--- src/rtl/uart_tx_arbiter.sv ---
// uart_tx_arbiter: shares one 8N1 UART transmitter between NUM_REQ byte sources.
// Round-robin per byte, optional lock to keep ownership across a multi-byte
// message, and a watchdog that abandons a byte whose Done never arrives.
module uart_tx_arbiter #(
  parameter int NUM_REQ      = 3,
  parameter int CLKS_PER_BIT = 217,
  parameter int TIMEOUT_CLKS = 11*CLKS_PER_BIT+16
) (
  input  logic                 i_Clock,
  input  logic                 i_Rst,
  input  logic [NUM_REQ-1:0]   i_Req,
  input  logic [NUM_REQ-1:0]   i_Lock,
  input  logic [8*NUM_REQ-1:0] i_Req_Byte,
  output logic [NUM_REQ-1:0]   o_Ack,
  output logic [NUM_REQ-1:0]   o_Done,
  output logic [NUM_REQ-1:0]   o_Grant,
  output logic                 o_Busy,
  output logic                 o_Timeout,
  output logic                 o_TX_DV,
  output logic [7:0]           o_TX_Byte,
  input  logic                 i_TX_Active,
  input  logic                 i_TX_Done
);
  localparam int IDX_W = $clog2(NUM_REQ);
  localparam int WD_W  = $clog2(TIMEOUT_CLKS+1);
  localparam logic [WD_W-1:0]  WD_LAST = WD_W'(TIMEOUT_CLKS-1);
  localparam logic [IDX_W-1:0] PTR_RST = IDX_W'(NUM_REQ-1);

  typedef enum logic [1:0] {IDLE, WAIT_DONE, GAP} state_t;

  state_t                        state;
  logic [IDX_W-1:0]              ptr;
  logic [IDX_W-1:0]              owner;
  logic [WD_W-1:0]               wdog;
  logic [IDX_W-1:0]              winner;
  logic [IDX_W-1:0]              cand;
  logic                          win_vld;
  logic [NUM_REQ-1:0]            win_onehot;
  logic [NUM_REQ-1:0][7:0]       req_bytes;

  assign req_bytes = i_Req_Byte;

  // Round-robin search: first requesting index after the pointer, wrapping.
  always_comb begin
    winner  = '0;
    cand    = '0;
    win_vld = 1'b0;
    for (int i = 1; i <= NUM_REQ; i++) begin
      cand = (int'(ptr) + i >= NUM_REQ) ? IDX_W'(int'(ptr) + i - NUM_REQ)
                                        : IDX_W'(int'(ptr) + i);
      if (!win_vld && i_Req[cand]) begin
        winner  = cand;
        win_vld = 1'b1;
      end
    end
    win_onehot = {{(NUM_REQ-1){1'b0}}, 1'b1} << winner;
  end

  // Ownership FSM: launch, wait for Done (or watchdog), optional locked relaunch, one-cycle gap.
  always_ff @(posedge i_Clock) begin
    if (i_Rst) begin
      state     <= IDLE;
      ptr       <= PTR_RST;
      owner     <= '0;
      wdog      <= '0;
      o_Ack     <= '0;
      o_Done    <= '0;
      o_Grant   <= '0;
      o_Busy    <= 1'b0;
      o_Timeout <= 1'b0;
      o_TX_DV   <= 1'b0;
      o_TX_Byte <= '0;
    end else begin
      // pulse outputs default low every cycle
      o_Ack     <= '0;
      o_Done    <= '0;
      o_Timeout <= 1'b0;
      o_TX_DV   <= 1'b0;
      case (state)
        IDLE: begin
          // never launch over a frame the transmitter still owns
          if (!i_TX_Active && win_vld) begin
            owner     <= winner;
            o_TX_DV   <= 1'b1;
            o_TX_Byte <= req_bytes[winner];
            o_Ack     <= win_onehot;
            o_Grant   <= win_onehot;
            o_Busy    <= 1'b1;
            wdog      <= '0;
            state     <= WAIT_DONE;
          end
        end
        WAIT_DONE: begin
          // Done takes priority over a watchdog expiry in the same cycle
          if (i_TX_Done) begin
            o_Done <= o_Grant;
            ptr    <= owner;
            wdog   <= '0;
            if (i_Lock[owner] && i_Req[owner]) begin
              o_TX_DV   <= 1'b1;
              o_Ack     <= o_Grant;
              o_TX_Byte <= req_bytes[owner];
            end else begin
              o_Grant <= '0;
              o_Busy  <= 1'b0;
              state   <= GAP;
            end
          end else if (wdog == WD_LAST) begin
            o_Timeout <= 1'b1;
            ptr       <= owner;
            wdog      <= '0;
            o_Grant   <= '0;
            o_Busy    <= 1'b0;
            state     <= GAP;
          end else begin
            wdog <= wdog + 1'b1;
          end
        end
        GAP:     state <= IDLE;
        default: state <= IDLE;
      endcase
    end
  end
endmodule

--- config.mk ---
export PLATFORM = sky130hd
export DESIGN_NAME = uart_tx_arbiter
export DESIGN_NICKNAME = d
export VERILOG_FILES = /design/src/rtl/uart_tx_arbiter.sv
export SDC_FILE = /design/constraint.sdc
export NUM_CORES = 1
export LEC_CHECK = 0
export ABC_AREA = 1
export CORE_MARGIN = 5
export CORE_UTILIZATION = 50
export DETAILED_ROUTE_END_ITERATION = 16
export PLACE_DENSITY = 0.8
export SETUP_SLACK_MARGIN = 0.5
export SLEW_MARGIN = 20
export SYNTH_ARGS = -nofsm -noshare
export SYNTH_HDL_FRONTEND = slang
export SYNTH_SLANG_ARGS = --single-unit
--- constraint.sdc ---
create_clock -name i_Clock -period 4.5 [get_ports i_Clock]
set_input_delay 0.9 -clock i_Clock [delete_from_list [all_inputs] [get_ports i_Clock]]
set_output_delay 0.9 -clock i_Clock [all_outputs]
set_load 0.01 [all_outputs]
==> results of run 1 <==
worst paths after layout:
kind | slack (ns) | to | cells past startpoint | startpoint
worst max-delay path | 2.08 | o_Busy | 12 | i_Req[2]
worst min-delay path | 0.45 | o_TX_Byte[6] | 2 | o_TX_Byte[6]
worst max register to register | 2.12 | o_TX_Byte[4] | 13 | ptr[0]
worst min register to register | 0.45 | o_TX_Byte[6] | 2 | o_TX_Byte[6]
layout make-up:
cell class / count / area, um^2
Tap cell: 67 / 83.8
Fill cell: 451 / 1630
Multi-Input combinational cell: 287 / 1480
Clock inverter: 2 / 12.5
Sequential cell: 38 / 761
Timing Repair Buffer: 53 / 531
Inverter: 59 / 229
Clock buffer: 6 / 82.6
registers in the layout (all words and copies together) (netlist names):
register   count
o_Busy         1
o_TX_Byte      8
o_Grant        3
o_Timeout      1
owner          2
o_TX_DV        1
wdog          12
o_Done         3
state          2
ptr            2
o_Ack          3
cells in the final DEF, fill, tap and decap left out:
cell type / instances
nand2_1: 102
inv_1: 55
clkdlybuf4s50_1: 53
dfxtp_1: 38
nand3_1: 37
a21oi_1: 37
nor2_1: 35
nand2_2: 8
a221oi_1: 8
o21ai_0: 8
nand2_4: 7
nor3_1: 6
nand4_1: 6
ha_1: 6
clkbuf_8: 6
nor2_2: 5
nand3_2: 3
o21ai_1: 3
a21oi_2: 3
nor4_1: 2
nand3b_1: 2
inv_2: 2
a21boi_1: 2
nor2_4: 2
xor2_1: 2
inv_4: 1
o21bai_4: 1
or2_2: 1
inv_6: 1
o211ai_1: 1
clkinvlp_4: 1
clkinv_2: 1
metrics by stage:
step                      std cells  utilization (%)
final                           512             66.1
after global routing            512             66.1
after floorplan                 392                -
after global placement          504             64.1
after detailed placement        504             64.1
after CTS                       512             66.1
logic make-up (layout without fill, tap and decap cells):
logic type      after synthesis  in the layout
xor+xnor                      2              2
compound gates               63             63
fa+ha+maj                     6              6
simple gates                216            216
buf+inv                      67            120
flops                        38             38
layer usage:
layer  share of wire [%]  track usage (%)  vias up
met5                   0                0        -
met2                  49             37.2      104
li1                    -                -     1368
met3                 6.6             4.77       10
met1                  43             26.3     1225
met4                 1.1             8.61        0
report_power, final:
part	leakage (nW)	internal, W	switching [W]
Combinational	1.08	0.000244	0.000385
Sequential	0.310	0.000386	0.0000416
Clock	0.0472	0.000123	0.000125
Total	1.44	0.000753	0.000551
critical path: stages:
cell and delay (ns):
clkdlybuf4s50_1 0.56, inv_1 0.06, o21ai_1 0.11, nand2_1 0.11, nand2_4 0.11, inv_2 0.05
a21oi_2 0.12, nand2_2 0.14, nand2_4 0.15, nand3_1 0.12, nand2_1 0.12, nor2_1 0.05
==> results.cfg, run 1 <==
[worst_setup_path]
required_ns = 4.68
path_class = primary input to flop
arrival_ns = 2.60
crit_fanout = 7
start_kind = primary input
end_kind = flop

[clock_network]
postCtsHoldBufs = 0
clockBufferDepth = 2
cts_tree = done
cts_setup_buffers = 0
post_cts_resized = 0
htreeDepth = 2
cts_buffers = 5
path_clk_slew_ns = 0.08
cts_sinks = 38
insertion_delay_ns = 0.29
root_buffer = clkbuf_8

[synthesis]
syn-instance-count = 392
synth_top_family_by_area = simple AND/OR/NAND/NOR gates
yosysMostFrequentCell = nand2_1
synth_fa_ha_area_share_pct = 2.97
ys_ff_latch = 38
avgSynthCellArea_um2 = 6.44
yosys.cell_types.count = 32
synth_flop_cell = dfxtp_1
yosysSeqAreaShare_pct = 30.1
synthMuxAreaShare_pct = 0
synth_warnings = 0
synth-compound-area-share_pct = 15.0
synth_enable_flop_cells = 0
netlist_area_um2 = 2520
yosysTopAreaCell = dfxtp_1
synth_top_area_share_pct = 30.1
synthSimpleGateAreaFrac_pct = 40.2
async_flop_share_pct = 0
synth_common_cells = nand2_1, inv_1, dfxtp_1, a21oi_1, nand3_1
synthTopCellsByArea = dfxtp_1, nand2_1, inv_1
syn_nets = 432
yosys.area_share.xor_xnor_pct = 0.694

[finish]
antennaDiodeCount = 0
drive_gt1_share_pct = 9.44
final_area_um2 = 3180
finalNetCount = 484
syn_to_final_growth_pct = 26.1

[placement]
port_buffers = 53
pre_cts_ws_ns = 1.80
dp_hpwl_um = 5080
dpl_cell_area_um2 = 3090
routabilityCongestion = 0.928

[global_route]
grt_pass1_wl_um = 11300
antenna_found_initial = 0
grt_max_degree = 19
grt_usage_pct = 21.7
grt_remaining_overflow = 0
grt_pass1_vias = 2577

[power_and_ir_drop]
power_per_cell_area_nw_per_um2 = 410
total_power_w = 0.00130
peakVddDrop_uv = 263
p_leak_nw = 1.44

[flow_run]
maxCapViolations = 0

[sta]
finalCritPeriodShare_pct = 53.7
finalSetupTns_ns = 0
fin_skew_ns = 0.00540
fmax_mhz = 414
min_period_ns = 2.42
setup_viol = 0
relSlewSlack_pct = 52.4
hold_violations = 0
slew_viol_final = 0
setup_slack_ns = 2.08
worst_hold_slack_ns = 0.454
worst_pin_slew_ns = 0.713
grt_setup_unrepaired = false

[floorplanning]
rows = 25
boundaryPins = 54
die_x_um = 81.0
dieArea_um2 = 6570
start_util_pct = 52.4
coreArea_um2 = 4820
die_h_um = 81.0

[routing]
final_antenna_net_count = 0
vias = 2707
post_drt_wl_per_cell_um = 13.1
dr.pass1.iters = 5
drtIter0Drc = 216
drc = 0
viasPerCell = 5.29
drt_wl_total_um = 6680

[run_status]
status = finished, final reports clean

[min_path]
worstHoldPathType = flop to flop
Power figures use the tool's default switching activity.
==> run 2: changes to the inputs <==
--- a/config.mk
+++ b/config.mk
@@ -7,9 +7,9 @@
 export LEC_CHECK = 0
 export ABC_AREA = 1
 export CORE_MARGIN = 5
-export CORE_UTILIZATION = 50
+export CORE_UTILIZATION = 46
 export DETAILED_ROUTE_END_ITERATION = 16
-export PLACE_DENSITY = 0.8
+export PLACE_DENSITY = 0.77
 export SETUP_SLACK_MARGIN = 0.5
 export SLEW_MARGIN = 20
 export SYNTH_ARGS = -nofsm -noshare
==> constraint.sdc (replaced) <==
create_clock -name i_Clock -period 2.1 [get_ports i_Clock]
set_input_delay 0.42 -clock i_Clock [delete_from_list [all_inputs] [get_ports i_Clock]]
set_output_delay 0.42 -clock i_Clock [all_outputs]
set_load 0.01 [all_outputs]
==> results.cfg, run 2 (synthesis results as in run 1) <==
[min_path]
worstHoldPathType = flop to flop

[floorplanning]
boundaryPins = 54
rows = 27
die_h_um = 84.1
dieArea_um2 = 7070
start_util_pct = 46.7
coreArea_um2 = 5410
die_x_um = 84.1

[power_and_ir_drop]
p_leak_nw = 1.77
peakVddDrop_uv = 642
total_power_w = 0.00334
power_per_cell_area_nw_per_um2 = 907

[sta]
fin_skew_ns = 0.0151
worst_pin_slew_ns = 0.636
relSlewSlack_pct = 57.5
hold_violations = 0
finalCritPeriodShare_pct = 94.1
setup_slack_ns = 0.124
slew_viol_final = 0
grt_setup_unrepaired = true
fmax_mhz = 506
min_period_ns = 1.98
setup_viol = 0

[worst_setup_path]
cp_top_family = simple AND/OR/NAND/NOR gates
path_class = flop to flop
end_kind = flop
max_stage_delay_ns = 0.37
cp_slowest_cell = dfxtp_4
required_ns = 2.30
cp.buffers_inverters = 4
crit_chain = inv_6 -> ha_4 -> inv_4 -> buf_4 -> buf_4 -> nand3_1 -> nand2_1 -> nand2_2 -> nand2_4 -> nand2_4 -> nand2_1 -> nand3_1 -> nand2_1 -> nand2_1 -> nand2_1
start_kind = flop
crit_fanout = 6
arrival_ns = 2.17
crit_top_cell = nand2_1

[clock_network]
cts_tree = done
root_buffer = clkbuf_8
path_clk_slew_ns = 0.09
cts_buffers = 5
cts_sinks = 38
postCtsHoldBufs = 0
htreeDepth = 2
insertion_delay_ns = 0.30
clockBufferDepth = 2

[global_route]
grt_pass1_vias = 2802
grt_max_degree = 14
grt_remaining_overflow = 0
grt_pass1_wl_um = 13100
grt_usage_pct = 22.3
antenna_found_initial = 0

[routing]
post_drt_wl_per_cell_um = 14.8
final_antenna_net_count = 0
drt_wl_total_um = 8110
drtIter0Drc = 248
viasPerCell = 5.39
drc = 0
dr.pass1.iters = 5
vias = 2948

[placement]
routabilityCongestion = 0.912
dpl.cell_count = 519
port_buffers = 53
dp_hpwl_um = 5220
dpl_cell_area_um2 = 3230
pre_cts_ws_ns = -0.129

[finish]
finalNetCount = 514
largest_reg_flops = 12
layout_commonest_cell = nand2_1
antennaDiodeCount = 0
final_area_um2 = 3680
syn_to_final_growth_pct = 45.8
largest-register = wdog
finalNonFillerCells = 547
reg_top3 = wdog (12), o_TX_Byte (8)
fin_util_pct = 68.1
drive_gt1_share_pct = 24.0
layout_common_cells = nand2_1, inv_1, clkdlybuf4s50_1

[run_status]
status = finished, final reports clean

[flow_run]
maxCapViolations = 0
[run 2: cell types whose count changed in the layout (fill, tap and decap cells not counted), moves of 8 or more]
cell,delta
clkdlybuf4s50_1,-17
inv_1,-8
nand2_1,-9
buf_4,+21
dlygate4sd2_1,+11
[run 2: worst register-to-register path, stage by stage, from the launching register on]
cell and delay [ns]:
dfxtp_4 0.37, inv_6 0.04, ha_4 0.33, inv_4 0.06, buf_4 0.14, buf_4 0.12
nand3_1 0.11, nand2_1 0.08, nand2_2 0.10, nand2_4 0.11, nand2_4 0.12, nand2_1 0.06
nand3_1 0.07, nand2_1 0.06, nand2_1 0.06, nand2_1 0.04
[run 2: timing repair]
action | CTS | global route
cloned | 6 | 1
buffers inserted | 11 | 2
gates resized for setup | 40 | 30
pin swaps | 13 | 12
endpoints found under the setup margin | 44 | 40
[run 2: routing by layer]
metal / vias up / global-route usage, % / part of all wire, %
li1: 1443 / - / -
met1: 1293 / 28.3 / 42
met2: 187 / 35.2 / 46
met3: 25 / 5.92 / 9.2
met4: 0 / 10.2 / 2.7
met5: - / 0 / 0
[run 2: worst paths after layout]
kind                                   start           end  slack (ns)  cells after the start
worst max-delay path                  ptr[0]  o_TX_Byte[1]        0.12                     15
worst min-delay path            o_TX_Byte[5]  o_TX_Byte[5]        0.45                      2
worst max register to register        ptr[0]  o_TX_Byte[1]        0.12                     15
worst min register to register  o_TX_Byte[5]  o_TX_Byte[5]        0.45                      2
[run 2: stage by stage]
| step | setup TNS [ns] | hold WS (ns) |
|---|---|---|
| 2_1_floorplan | 0 | 0.438 |
| 4_1_cts | 0 | 0.455 |
| 3_5_place_dp | -1.65 | 0.444 |
| 5_1_grt | 0 | 0.469 |
| 6_report | 0 | 0.449 |
| 3_3_place_gp | -0.729 | 0.442 |
[run 2: area by class of cell]
class	instances	area, um^2
clock buffers	6	72.6
multi-input cells	293	1760
fillers	446	1730
inverters	59	239
repair inverters	1	3.75
clock inverters	2	36.3
well taps	72	90.1
repair buffers	76	712
flip-flops and latches	38	771
[run 2: where the power goes]
part	internal [W]	switching [W]	leakage, nW
combinational	0.000699	0.00110	1.40
sequential	0.000829	0.0000801	0.311
clock	0.000356	0.000275	0.0557
